==> src/rtl/structure_tape_writer.sv <==
// Structure-tape writer: turns classified JSON elements into cross-linked 64-bit simdjson-style tape words.
// Define STRUCTURE_TAPE_ROOT_EN to frame each document with a pair of linked 'r' root words.

package Core;
    typedef enum logic [3:0] {
        str         = 4'd0,
        trueVal     = 4'd1,
        falseVal    = 4'd2,
        nullVal     = 4'd3,
        objOpen     = 4'd4,
        objClose    = 4'd5,
        arrayOpen   = 4'd6,
        arrayClose  = 4'd7,
        unsignedInt = 4'd8,
        signedInt   = 4'd9,
        doubleVal   = 4'd10
    } ElementType;

    function automatic logic [7:0] elementTypeToTapeChar(ElementType t);
        case (t)
            str:         return 8'h22;
            trueVal:     return 8'h74;
            falseVal:    return 8'h66;
            nullVal:     return 8'h6E;
            objOpen:     return 8'h7B;
            objClose:    return 8'h7D;
            arrayOpen:   return 8'h5B;
            arrayClose:  return 8'h5D;
            unsignedInt: return 8'h75;
            signedInt:   return 8'h6C;
            doubleVal:   return 8'h64;
            default:     return 8'h00;
        endcase
    endfunction
endpackage

module structure_tape_writer #(
    parameter int ADDR_W    = 12,
    parameter int MAX_DEPTH = 32,
    parameter int STR_IDX_W = 32,
    localparam int DEPTH_W  = $clog2(MAX_DEPTH + 1)
) (
    input  logic                 clk,
    input  logic                 rst_n,
    input  logic                 start,
    input  logic                 in_valid,
    output logic                 in_ready,
    input  Core::ElementType     in_type,
    input  logic [STR_IDX_W-1:0] in_str_idx,
    input  logic [63:0]          in_num,
    input  logic                 in_last,
    output logic                 tape_we,
    output logic [ADDR_W-1:0]    tape_addr,
    output logic [63:0]          tape_wdata,
    output logic [DEPTH_W-1:0]   depth,
    output logic                 done,
    output logic [ADDR_W:0]      tape_len,
    output logic                 err,
    output logic [2:0]           err_code
);
    import Core::*;

    typedef enum logic [3:0] {
        IDLE, ROOT_OPEN, RUN, PATCH, NUM2, ROOT_END, ROOT_PATCH, DONE, ERR
    } StateType;

    localparam logic [ADDR_W:0] CAPACITY = {1'b1, {ADDR_W{1'b0}}};

    StateType          state;
    StateType          finState;
    logic [ADDR_W:0]   ptr;
    logic [ADDR_W-1:0] patchAddr;
    logic [7:0]        patchPrefix;
    logic [63:0]       numReg;
    logic              lastPending;

    // Each stack entry holds {isObject, index of the open word}.
    logic [ADDR_W:0]   stackMem [0:(1<<DEPTH_W)-1];
    logic [DEPTH_W-1:0] topIdx;
    logic [ADDR_W:0]   topEntry;

    logic              accept, isSimple, isOpen, isClose, isNum, wantObj, pushEn;
    logic [ADDR_W+1:0] needPtr;
    logic [2:0]        acceptErr, finCode;
    logic [55:0]       payload;
    logic [63:0]       elemWord;
    logic              finishNow;
    logic [ADDR_W:0]   finPtr;
    logic [DEPTH_W-1:0] finDepth;

    assign in_ready = (state == RUN);
    assign accept   = in_valid && (state == RUN) && !start;
    assign topIdx   = depth - 1'b1;
    assign topEntry = stackMem[topIdx];
    assign pushEn   = accept && (acceptErr == 3'd0) && isOpen;

    // Classify the incoming element and decide whether it can be taken without breaking the tape.
    always_comb begin
        isSimple = 1'b0;
        isOpen   = 1'b0;
        isClose  = 1'b0;
        isNum    = 1'b0;
        case (in_type)
            str, trueVal, falseVal, nullVal:    isSimple = 1'b1;
            objOpen, arrayOpen:                 isOpen   = 1'b1;
            objClose, arrayClose:               isClose  = 1'b1;
            unsignedInt, signedInt, doubleVal:  isNum    = 1'b1;
            default: ;
        endcase
        wantObj   = (in_type == objOpen) || (in_type == objClose);
        needPtr   = {1'b0, ptr} + (isNum ? (ADDR_W+2)'(2) : (ADDR_W+2)'(1));
        acceptErr = 3'd0;
        if (!(isSimple || isOpen || isClose || isNum))
            acceptErr = 3'd7;
        else if (isOpen && depth == DEPTH_W'(MAX_DEPTH))
            acceptErr = 3'd1;
        else if (isClose && depth == '0)
            acceptErr = 3'd2;
        else if (isClose && topEntry[ADDR_W] != wantObj)
            acceptErr = 3'd3;
        else if (needPtr > {1'b0, CAPACITY})
            acceptErr = 3'd4;

        payload = '0;
        if (in_type == str)
            payload = 56'(in_str_idx);
        else if (isClose)
            payload = 56'(topEntry[ADDR_W-1:0]);
        elemWord = {elementTypeToTapeChar(in_type), payload};
    end

    // Document completion: the last element's writes are finishing this cycle.
    always_comb begin
        finishNow = 1'b0;
        finPtr    = ptr;
        finDepth  = depth;
        if (!start) begin
            case (state)
                RUN: if (accept && acceptErr == 3'd0 && in_last && (isSimple || isOpen)) begin
                    finishNow = 1'b1;
                    finPtr    = ptr + 1'b1;
                    finDepth  = isOpen ? depth + 1'b1 : depth;
                end
                PATCH: finishNow = lastPending;
                NUM2: begin
                    finishNow = lastPending;
                    finPtr    = ptr + 1'b1;
                end
                default: ;
            endcase
        end
        finCode = 3'd0;
        if (finDepth != '0) begin
            finState = ERR;
            finCode  = 3'd5;
        end
`ifdef STRUCTURE_TAPE_ROOT_EN
        else if (finPtr == CAPACITY) begin
            finState = ERR;
            finCode  = 3'd4;
        end else
            finState = ROOT_END;
`else
        else
            finState = DONE;
`endif
    end

    always_ff @(posedge clk) begin
        if (pushEn)
            stackMem[depth] <= {wantObj, ptr[ADDR_W-1:0]};
    end

    always_ff @(posedge clk or negedge rst_n) begin
        if (!rst_n) begin
            state       <= IDLE;
            ptr         <= '0;
            depth       <= '0;
            patchAddr   <= '0;
            patchPrefix <= '0;
            numReg      <= '0;
            lastPending <= 1'b0;
            tape_we     <= 1'b0;
            tape_addr   <= '0;
            tape_wdata  <= '0;
            done        <= 1'b0;
            tape_len    <= '0;
            err         <= 1'b0;
            err_code    <= '0;
        end else begin
            tape_we <= 1'b0;
            if (start) begin
                ptr         <= '0;
                depth       <= '0;
                done        <= 1'b0;
                tape_len    <= '0;
                err         <= 1'b0;
                err_code    <= '0;
                lastPending <= 1'b0;
`ifdef STRUCTURE_TAPE_ROOT_EN
                state       <= ROOT_OPEN;
`else
                state       <= RUN;
`endif
            end else begin
                case (state)
`ifdef STRUCTURE_TAPE_ROOT_EN
                    ROOT_OPEN: begin
                        tape_we    <= 1'b1;
                        tape_addr  <= '0;
                        tape_wdata <= {8'h72, 56'd0};
                        ptr        <= ptr + 1'b1;
                        state      <= RUN;
                    end
`endif
                    RUN: if (accept) begin
                        if (acceptErr != 3'd0) begin
                            err      <= 1'b1;
                            err_code <= acceptErr;
                            state    <= ERR;
                        end else begin
                            tape_we     <= 1'b1;
                            tape_addr   <= ptr[ADDR_W-1:0];
                            tape_wdata  <= elemWord;
                            ptr         <= ptr + 1'b1;
                            lastPending <= in_last;
                            if (isOpen)
                                depth <= depth + 1'b1;
                            if (isClose) begin
                                depth       <= depth - 1'b1;
                                patchAddr   <= topEntry[ADDR_W-1:0];
                                patchPrefix <= topEntry[ADDR_W] ? 8'h7B : 8'h5B;
                                state       <= PATCH;
                            end else if (isNum) begin
                                numReg <= in_num;
                                state  <= NUM2;
                            end
                        end
                    end
                    // ptr already points one past the close word, which is the link target.
                    PATCH: begin
                        tape_we    <= 1'b1;
                        tape_addr  <= patchAddr;
                        tape_wdata <= {patchPrefix, 56'(ptr)};
                        state      <= RUN;
                    end
                    NUM2: begin
                        tape_we    <= 1'b1;
                        tape_addr  <= ptr[ADDR_W-1:0];
                        tape_wdata <= numReg;
                        ptr        <= ptr + 1'b1;
                        state      <= RUN;
                    end
`ifdef STRUCTURE_TAPE_ROOT_EN
                    ROOT_END: begin
                        tape_we    <= 1'b1;
                        tape_addr  <= ptr[ADDR_W-1:0];
                        tape_wdata <= {8'h72, 56'd0};
                        ptr        <= ptr + 1'b1;
                        state      <= ROOT_PATCH;
                    end
                    ROOT_PATCH: begin
                        tape_we    <= 1'b1;
                        tape_addr  <= '0;
                        tape_wdata <= {8'h72, 56'(ptr)};
                        tape_len   <= ptr;
                        done       <= 1'b1;
                        state      <= DONE;
                    end
`endif
                    default: ;
                endcase
                if (finishNow) begin
                    state <= finState;
                    if (finState == ERR) begin
                        err      <= 1'b1;
                        err_code <= finCode;
                    end
                    if (finState == DONE) begin
                        done     <= 1'b1;
                        tape_len <= finPtr;
                    end
                end
            end
        end
    end
endmodule

==> config.mk <==
export PLATFORM = sky130hd
export DESIGN_NAME = structure_tape_writer
export DESIGN_NICKNAME = d
export VERILOG_FILES = /design/src/rtl/structure_tape_writer.sv
export SDC_FILE = /design/constraint.sdc
export NUM_CORES = 1
export LEC_CHECK = 0
export CELL_PAD_IN_SITES_DETAIL_PLACEMENT = 0
export CELL_PAD_IN_SITES_GLOBAL_PLACEMENT = 1
export CORE_MARGIN = 4
export CORE_UTILIZATION = 26
export DETAILED_ROUTE_END_ITERATION = 12
export DONT_BUFFER_PORTS = 1
export GPL_ROUTABILITY_DRIVEN = 0
export PLACE_DENSITY = 0.51
export SYNTH_ARGS = -nofsm -noshare
export SYNTH_HDL_FRONTEND = slang
export SYNTH_SLANG_ARGS = --single-unit
==> constraint.sdc <==
create_clock -name clk -period 7.4 [get_ports clk]
set_input_delay 0.74 -clock clk [delete_from_list [all_inputs] [get_ports clk]]
set_output_delay 0.74 -clock clk [all_outputs]
set_load 0.05 [all_outputs]
======== After elaboration in Yosys (flattened, before gate mapping) ========
Memories as Yosys holds them, arrays and structs flattened.
Cells that the tools add are included.
cells by class
  add/subtract/negate cells ............... 4
  magnitude comparators ................... 1
  equal/unequal tests ..................... 24
  muxes and demuxes ....................... 74
  bitwise gates (word level) .............. 3
  reduce and logical (&&, ||, !) cells .... 38
operators by type and width
  kind                                                   count
  case mux 64 bit (3 select lines)                       1
  two-way mux 64 bit                                     2
  two-way mux 13 bit                                     7
  two-way mux 6 bit                                      10
  case mux 13 bit (2 select lines)                       2
  two-way mux 12 bit                                     3
  two-way mux 3 bit                                      12
  case mux 12 bit (3 select lines)                       1
  two-way mux 32 bit                                     1
  two-way mux 4 bit                                      7
  == test 4 x 3 -> 1 bit (second input constant)         6
  two-way mux 1 bit                                      24
  == test 4 x 2 -> 1 bit (second input constant)         4
  == test 4 bit (second input constant)                  4
  adder 13 x 2 -> 14 bit                                 1
  > comparator 14 x 13 -> 1 bit (second input constant)  1
  adder 13 x 1 -> 13 bit (second input constant)         1
  logical AND 1 bit                                      9
  AND reduction 3 bit                                    3
  nonzero test 3 bit                                     3
  case mux 4 bit (2 select lines)                        1
  nonzero test 2 bit                                     4
  adder 6 x 1 -> 6 bit (second input constant)           1
  == test 6 bit (second input constant)                  1
  26 further kinds                                       35
word-level totals
  register bits ........................... 203
  memory bits (writable) .................. 832
  memory bits (read-only) ................. 112
  output and inout port bits .............. 102
  word-level logic and storage cells ...... 160
  memories ................................ 2
memory list
  name             depth  bits a word  rd ports  clocked after memory_dff  wr ports  RTL line  RTL
  stackMem         64     13           1         0                         1         78        logic [ADDR_W:0] stackMem [0:(1<<DEPTH_W)-1];
  (no name shown)  16     7            1         0                         0         20        case (t)

======== Depth between registers and ports, before layout ========
  depth in word-level cells ............... 24
  mapped depth ............................ 19

======== Least setup slack after synthesis ========
Ideal clock, no wire load.
  path type ............................... register to register
  start point ............................. register depth[0]
  end point ............................... memory stackMem[31][0] (netlist bit) (enable)
  data arrival time ....................... 5.849 ns
  required time ........................... 6.983 ns
  slack ................................... 1.134 ns
  stages on the path, launching flop included .. 18
  path buffers ............................ 6
  clock period less this slack ............ 6.266 ns
  cells stage by stage .................... dfrtp_1 buf_2 buf_4 buf_2 buf_2 buf_1 inv_1 ha_1 clkbuf_1 mux4_2 mux2_2 nand4_1 o31ai_1 or2_2 mux2i_1 nand3_2 nand3_1 nor4_1
between the ends
  cells in the longest elaborated chain, start to end .. 13
  elaborated cells on any way between the ends .. 17
  those cells by class .................... add/sub: 1; eq/ne: 2; mux: 6; reduce/logical: 7; memory: 1
ends and longest elaborated chain
  what                                     RTL line  RTL
  start, declared                          55        output logic [DEPTH_W-1:0] depth,
  start signal, assigned                   228       depth <= depth + 1'b1;
  start signal, assigned                   230       depth <= depth - 1'b1;
  subtractor 6 x 1 -> 6 bit                93        assign topIdx = depth - 1'b1;
  memory read (64 x 13 bit)                --
  inequality test 1 bit                    119       else if (isClose && topEntry[ADDR_W] != wantObj)
  logical AND 1 bit                        119
  two-way mux 3 bit                        119
  two-way mux 3 bit                        117       else if (isClose && depth == '0)
  two-way mux 3 bit                        115       else if (isOpen && depth == DEPTH_W'(MAX_DEPTH))
  two-way mux 3 bit                        113       if (!(isSimple || isOpen || isClose || isNum))
  logical NOT 3 bit                        95        assign pushEn = accept && (acceptErr == 3'd0) && isOpen;
  logical AND 1 bit (2 in series)          95
  two-way mux 1 bit                        170       if (pushEn)
  two-way mux 1 bit (not written as such)  171       stackMem[depth] <= {wantObj, ptr[ADDR_W-1:0]};
  end, declared                            78
Several ways; a longest one is shown, not always the timed one.

======== Final worst setup path ========
  start point ............................. register depth[0]
  end point ............................... register numReg[24]
between the ends
  cells in the longest elaborated chain, start to end .. 11
  elaborated cells on any way between the ends .. 15
  those cells by class .................... add/sub: 1; eq/ne: 2; mux: 4; bitwise: 1; reduce/logical: 6; memory: 1
ends and longest elaborated chain
  what                                    RTL line  RTL
  subtractor 6 x 1 -> 6 bit               93
  memory read (64 x 13 bit)               --
  inequality test 1 bit                   119
  logical AND 1 bit                       119
  two-way mux 3 bit                       119
  two-way mux 3 bit                       117
  two-way mux 3 bit *                     115
  two-way mux 3 bit *                     113
  nonzero test 3 bit *                    217       if (acceptErr != 3'd0) begin
  NOT 1 bit (no source line) *            --
  AND reduction 6 bit (no source line) *  --
  end signal, assigned                    235       numReg <= in_num;
  end, declared                           74        logic [63:0] numReg;
Every way passes the cells marked *; elsewhere a longest branch is shown, timed or not.
A chain may end at the register's enable or synchronous reset.

==> flow_metrics.py <==
metrics = {
    "grt": {
        "grt_max_degree": 198,
        "grt_overflow_total": 0,
        "grt_pass1_vias": 22700,
        "gr-max-usage-layer": "met2",
        "met1_usage": 0.183,
        "gr-usage-met3": 0.0398,
        "grt.total_usage": 0.137,
        "grt_pass1_wl_um": 169000,
        "grt_antenna_before_repair": 5,
        "met2_usage": 0.219,
    },
    "job": {
        "max_cap_viol_count": 0,
    },
    "die": {
        "core_area_um2": 160000,
        "fp-row-count": 147,
        "io_pins": 207,
        "die_h_um": 410,
        "start_util": 0.262,
        "die_w_um": 410,
        "dieArea_um2": 168000,
    },
    "placement": {
        "io_buffers": 0,
        "dp_hpwl_um": 74200,
        "dpl_worst_slack_ps": 1580,
    },
    "synthesis": {
        "synth_compound_area_frac": 0.0302,
        "synth_xor_area_frac": 0.00519,
        "synth_top_area_cell": "edfxtp_1",
        "synth_top_area_frac": 0.596,
        "synth_fa_ha_area_frac": 0.00227,
        "synth_nets": 2382,
        "synthTopCellsByCount": "edfxtp_1 (832), mux4_2 (248), dfrtp_1 (197), mux2_2 (143), nand2_1 (142)",
        "ys_seq_elements": 1029,
        "yosysUniqueCellTypes": 76,
        "synth_top_family_by_area": "multiplexers",
        "synthMostInstantiatedCell": "edfxtp_1",
        "synthTopCellsByArea": "edfxtp_1 (60%), mux4_2 (13%), dfrtp_1 (12%)",
        "synth_area_um2": 41900,
        "syn_inst": 2270,
        "syn_avg_cell_area_um2": 18.5,
        "synthMuxAreaShare": 0.185,
        "postSynth.topFlopCell": "edfxtp_1",
        "synth_edf_count": 832,
        "synth-seq-area-share": 0.713,
        "async_reset_ff_frac": 0.191,
        "synth_warnings": 0,
        "synthSimpleGateAreaFrac": 0.0458,
    },
    "detailed_routing": {
        "drc": 0,
        "viasPerCell": 4.70,
        "drt_iter0_drc": 1916,
        "wl_per_cell_um": 25.3,
        "vias": 21700,
        "finalWirelength_um": 117000,
        "ant_nets": 0,
        "dr.pass1.iters": 7,
    },
    "status": {
        "outcome": "complete, no violations",
    },
    "sta": {
        "setup_viol": 0,
        "fin_crit_sh": 0.764,
        "finalHoldViolations": 0,
        "slew_viol_final": 0,
        "holdWs_ps": 109,
        "worst_pin_slew_ps": 1280,
        "period_needed_ps": 5650,
        "rsz0062_at_grt": "no",
        "clock_skew_ps": 33.0,
        "slew_headroom": 0.141,
        "fmax_mhz": 177,
        "setup_tns_ps": 0,
        "worst_slack_ps": 1750,
    },
    "cts": {
        "clock-root-buffer": "clkbuf_16",
        "cts.sinks": 1029,
        "post_cts_resized": 0,
        "cts.reportedPaths.clkPinSlew_ps": 60,
        "numCtsBuffers": 112,
        "htreeDepth": 3,
        "postCtsSetupBuffers": 0,
        "cts_tree": "done",
        "cts_hold_buf": 1,
        "cts.path.max_buffers": 3,
        "clock_latency_ps": 710,
    },
    "critical_path": {
        "cp_max_fo": 34,
        "critPathRequiredTime_ps": 7970,
        "slowest_stage": "dfrtp_4",
        "arrival_ps": 6220,
        "path_cells": "inv_1 -> ha_4 -> buf_4 -> mux4_2 -> mux2_2 -> nand4_1 -> o31ai_1 -> or2_2 -> mux2i_1 -> nand3_2 -> nand4_4 -> buf_4 -> mux2_2",
        "cp-start-kind": "flip-flop",
        "critPathMaxStageDelay_ps": 840,
        "path_class": "reg -> reg",
        "end_kind": "flip-flop",
    },
    "final_layout": {
        "nets": 2463,
        "drive_above_1_share": 0.301,
        "nFillCells": 15600,
        "regArea_um2": 29900,
        "multiInputGateArea_um2": 11400,
        "syn2layout_area_growth_pct": 16.7,
    },
    "pwr": {
        "finalPower_mw": 14.8,
        "p_per_area_nw_per_um2": 301,
        "ir_drop_mv": 0.210,
        "leakage_nw": 16.0,
    },
    "hold_path": {
        "hp-class": "in -> reg",
    },
}
-- critical path: cells and delay by family (launching register included) --
| kind | cells | cell delay (ps) |
|---|---|---|
| multiplexers | 4 | 1310 |
| buffers and inverters | 3 | 1250 |
| AND/OR/NAND/NOR | 4 | 1180 |
| flip-flops | 1 | 840 |
| adder cells (fa/ha/maj) | 1 | 690 |
| AO/OA/AOI/OAI | 1 | 140 |
-- power by group --
part           internal (mW)  total [mW]  switching, mW
logic                  0.674        1.61          0.932
registers               6.59        7.34          0.753
clock network           3.45        5.81           2.36
-- cell usage in the layout, fill, tap and decap left out, types with 6 or more instances in the layout --
| cell type | n |
|---|---|
| dfrtp_2 | 12 |
| or3_1 | 10 |
| nor3_2 | 19 |
| edfxtp_1 | 832 |
| mux2_2 | 143 |
| bufinv_16 | 16 |
| nand2b_1 | 7 |
| a211oi_1 | 11 |
| o21ai_0 | 20 |
| clkinv_1 | 20 |
| nand4_1 | 11 |
| clkinv_2 | 19 |
| nand3_1 | 21 |
| nand2_1 | 142 |
| a222oi_1 | 13 |
| o211ai_1 | 6 |
| and2_1 | 9 |
| buf_4 | 102 |
| clkbuf_16 | 113 |
| a31oi_1 | 17 |
| clkinvlp_4 | 8 |
| nor2b_1 | 14 |
| and3_1 | 19 |
| xnor2_1 | 13 |
| mux4_2 | 248 |
| clkbuf_1 | 16 |
| nor3_1 | 18 |
| dfrtp_1 | 184 |
| a2111oi_0 | 6 |
| mux2_1 | 10 |
| or2_2 | 6 |
| a21oi_1 | 27 |
| inv_1 | 43 |
| clkbuf_8 | 8 |
| mux2i_1 | 44 |
| nor2_1 | 115 |
| a22o_1 | 20 |
-- metrics by stage --
step	utilization	instance area, um2	std cells
final	0.305	49000	4611
after global routing	0.305	49000	4610
after CTS	0.305	48900	4607
after detailed placement	0.281	45000	4395
after global placement	0.281	45000	4395
after floorplan	-	41900	2270
-- cell families after synthesis --
group	count (synthesis)
buf+inv	184
mux	445
flops	1029
simple gates	415
fa+ha+maj	7
compound gates	169
xor+xnor	21
-- state kept, by name, indices dropped and copies added, names as in the netlist --
| register | flops |
|---|---|
| ptr | 13 |
| numReg | 64 |
| err | 1 |
| depth | 6 |
| done | 1 |
| tape_wdata | 64 |
| stackMem | 832 |
| patchPrefix | 2 |
| tape_we | 1 |
| tape_len | 13 |
| err_code | 3 |
| lastPending | 1 |
| patchAddr | 12 |
| tape_addr | 12 |
| state | 4 |
-- path summary, 6_finish.rpt --
path                                       startpoint                    endpoint  cells past startpoint  slack, ps
setup / recovery                 depth[0]$_DFFE_PN0P_      numReg[24]$_DFFE_PN0P_                     13       1750
hold / removal                                  start            done$_DFFE_PN0P_                      1        110
setup reg to reg                 depth[0]$_DFFE_PN0P_      numReg[24]$_DFFE_PN0P_                     13       1750
hold reg to reg            patchPrefix[4]$_DFFE_PN0P_  patchPrefix[4]$_DFFE_PN0P_                      1        470
max in group asynchronous                       rst_n        depth[0]$_DFFE_PN0P_                      1       6450
min in group asynchronous                       rst_n  tape_wdata[12]$_DFFE_PN0P_                      1        130
-- layout make-up --
class	count	share of cell area
Timing Repair Buffer	108	0.0179
Tap cell	2160	0.0552
Sequential cell	1029	0.611
Antenna cell	3	0.000153
Inverter	43	0.00330
Multi-Input combinational cell	1057	0.233
Clock buffer	137	0.0612
Clock inverter	74	0.0179
-- metal layers --
metal  vias to the layer above  share of wire
met5                         -              0
met1                     11500           0.42
met2                       778           0.47
li1                       9235              -
met4                         0          0.023
met3                       149          0.084
No activity file was read; power rests on OpenSTA's default activity.
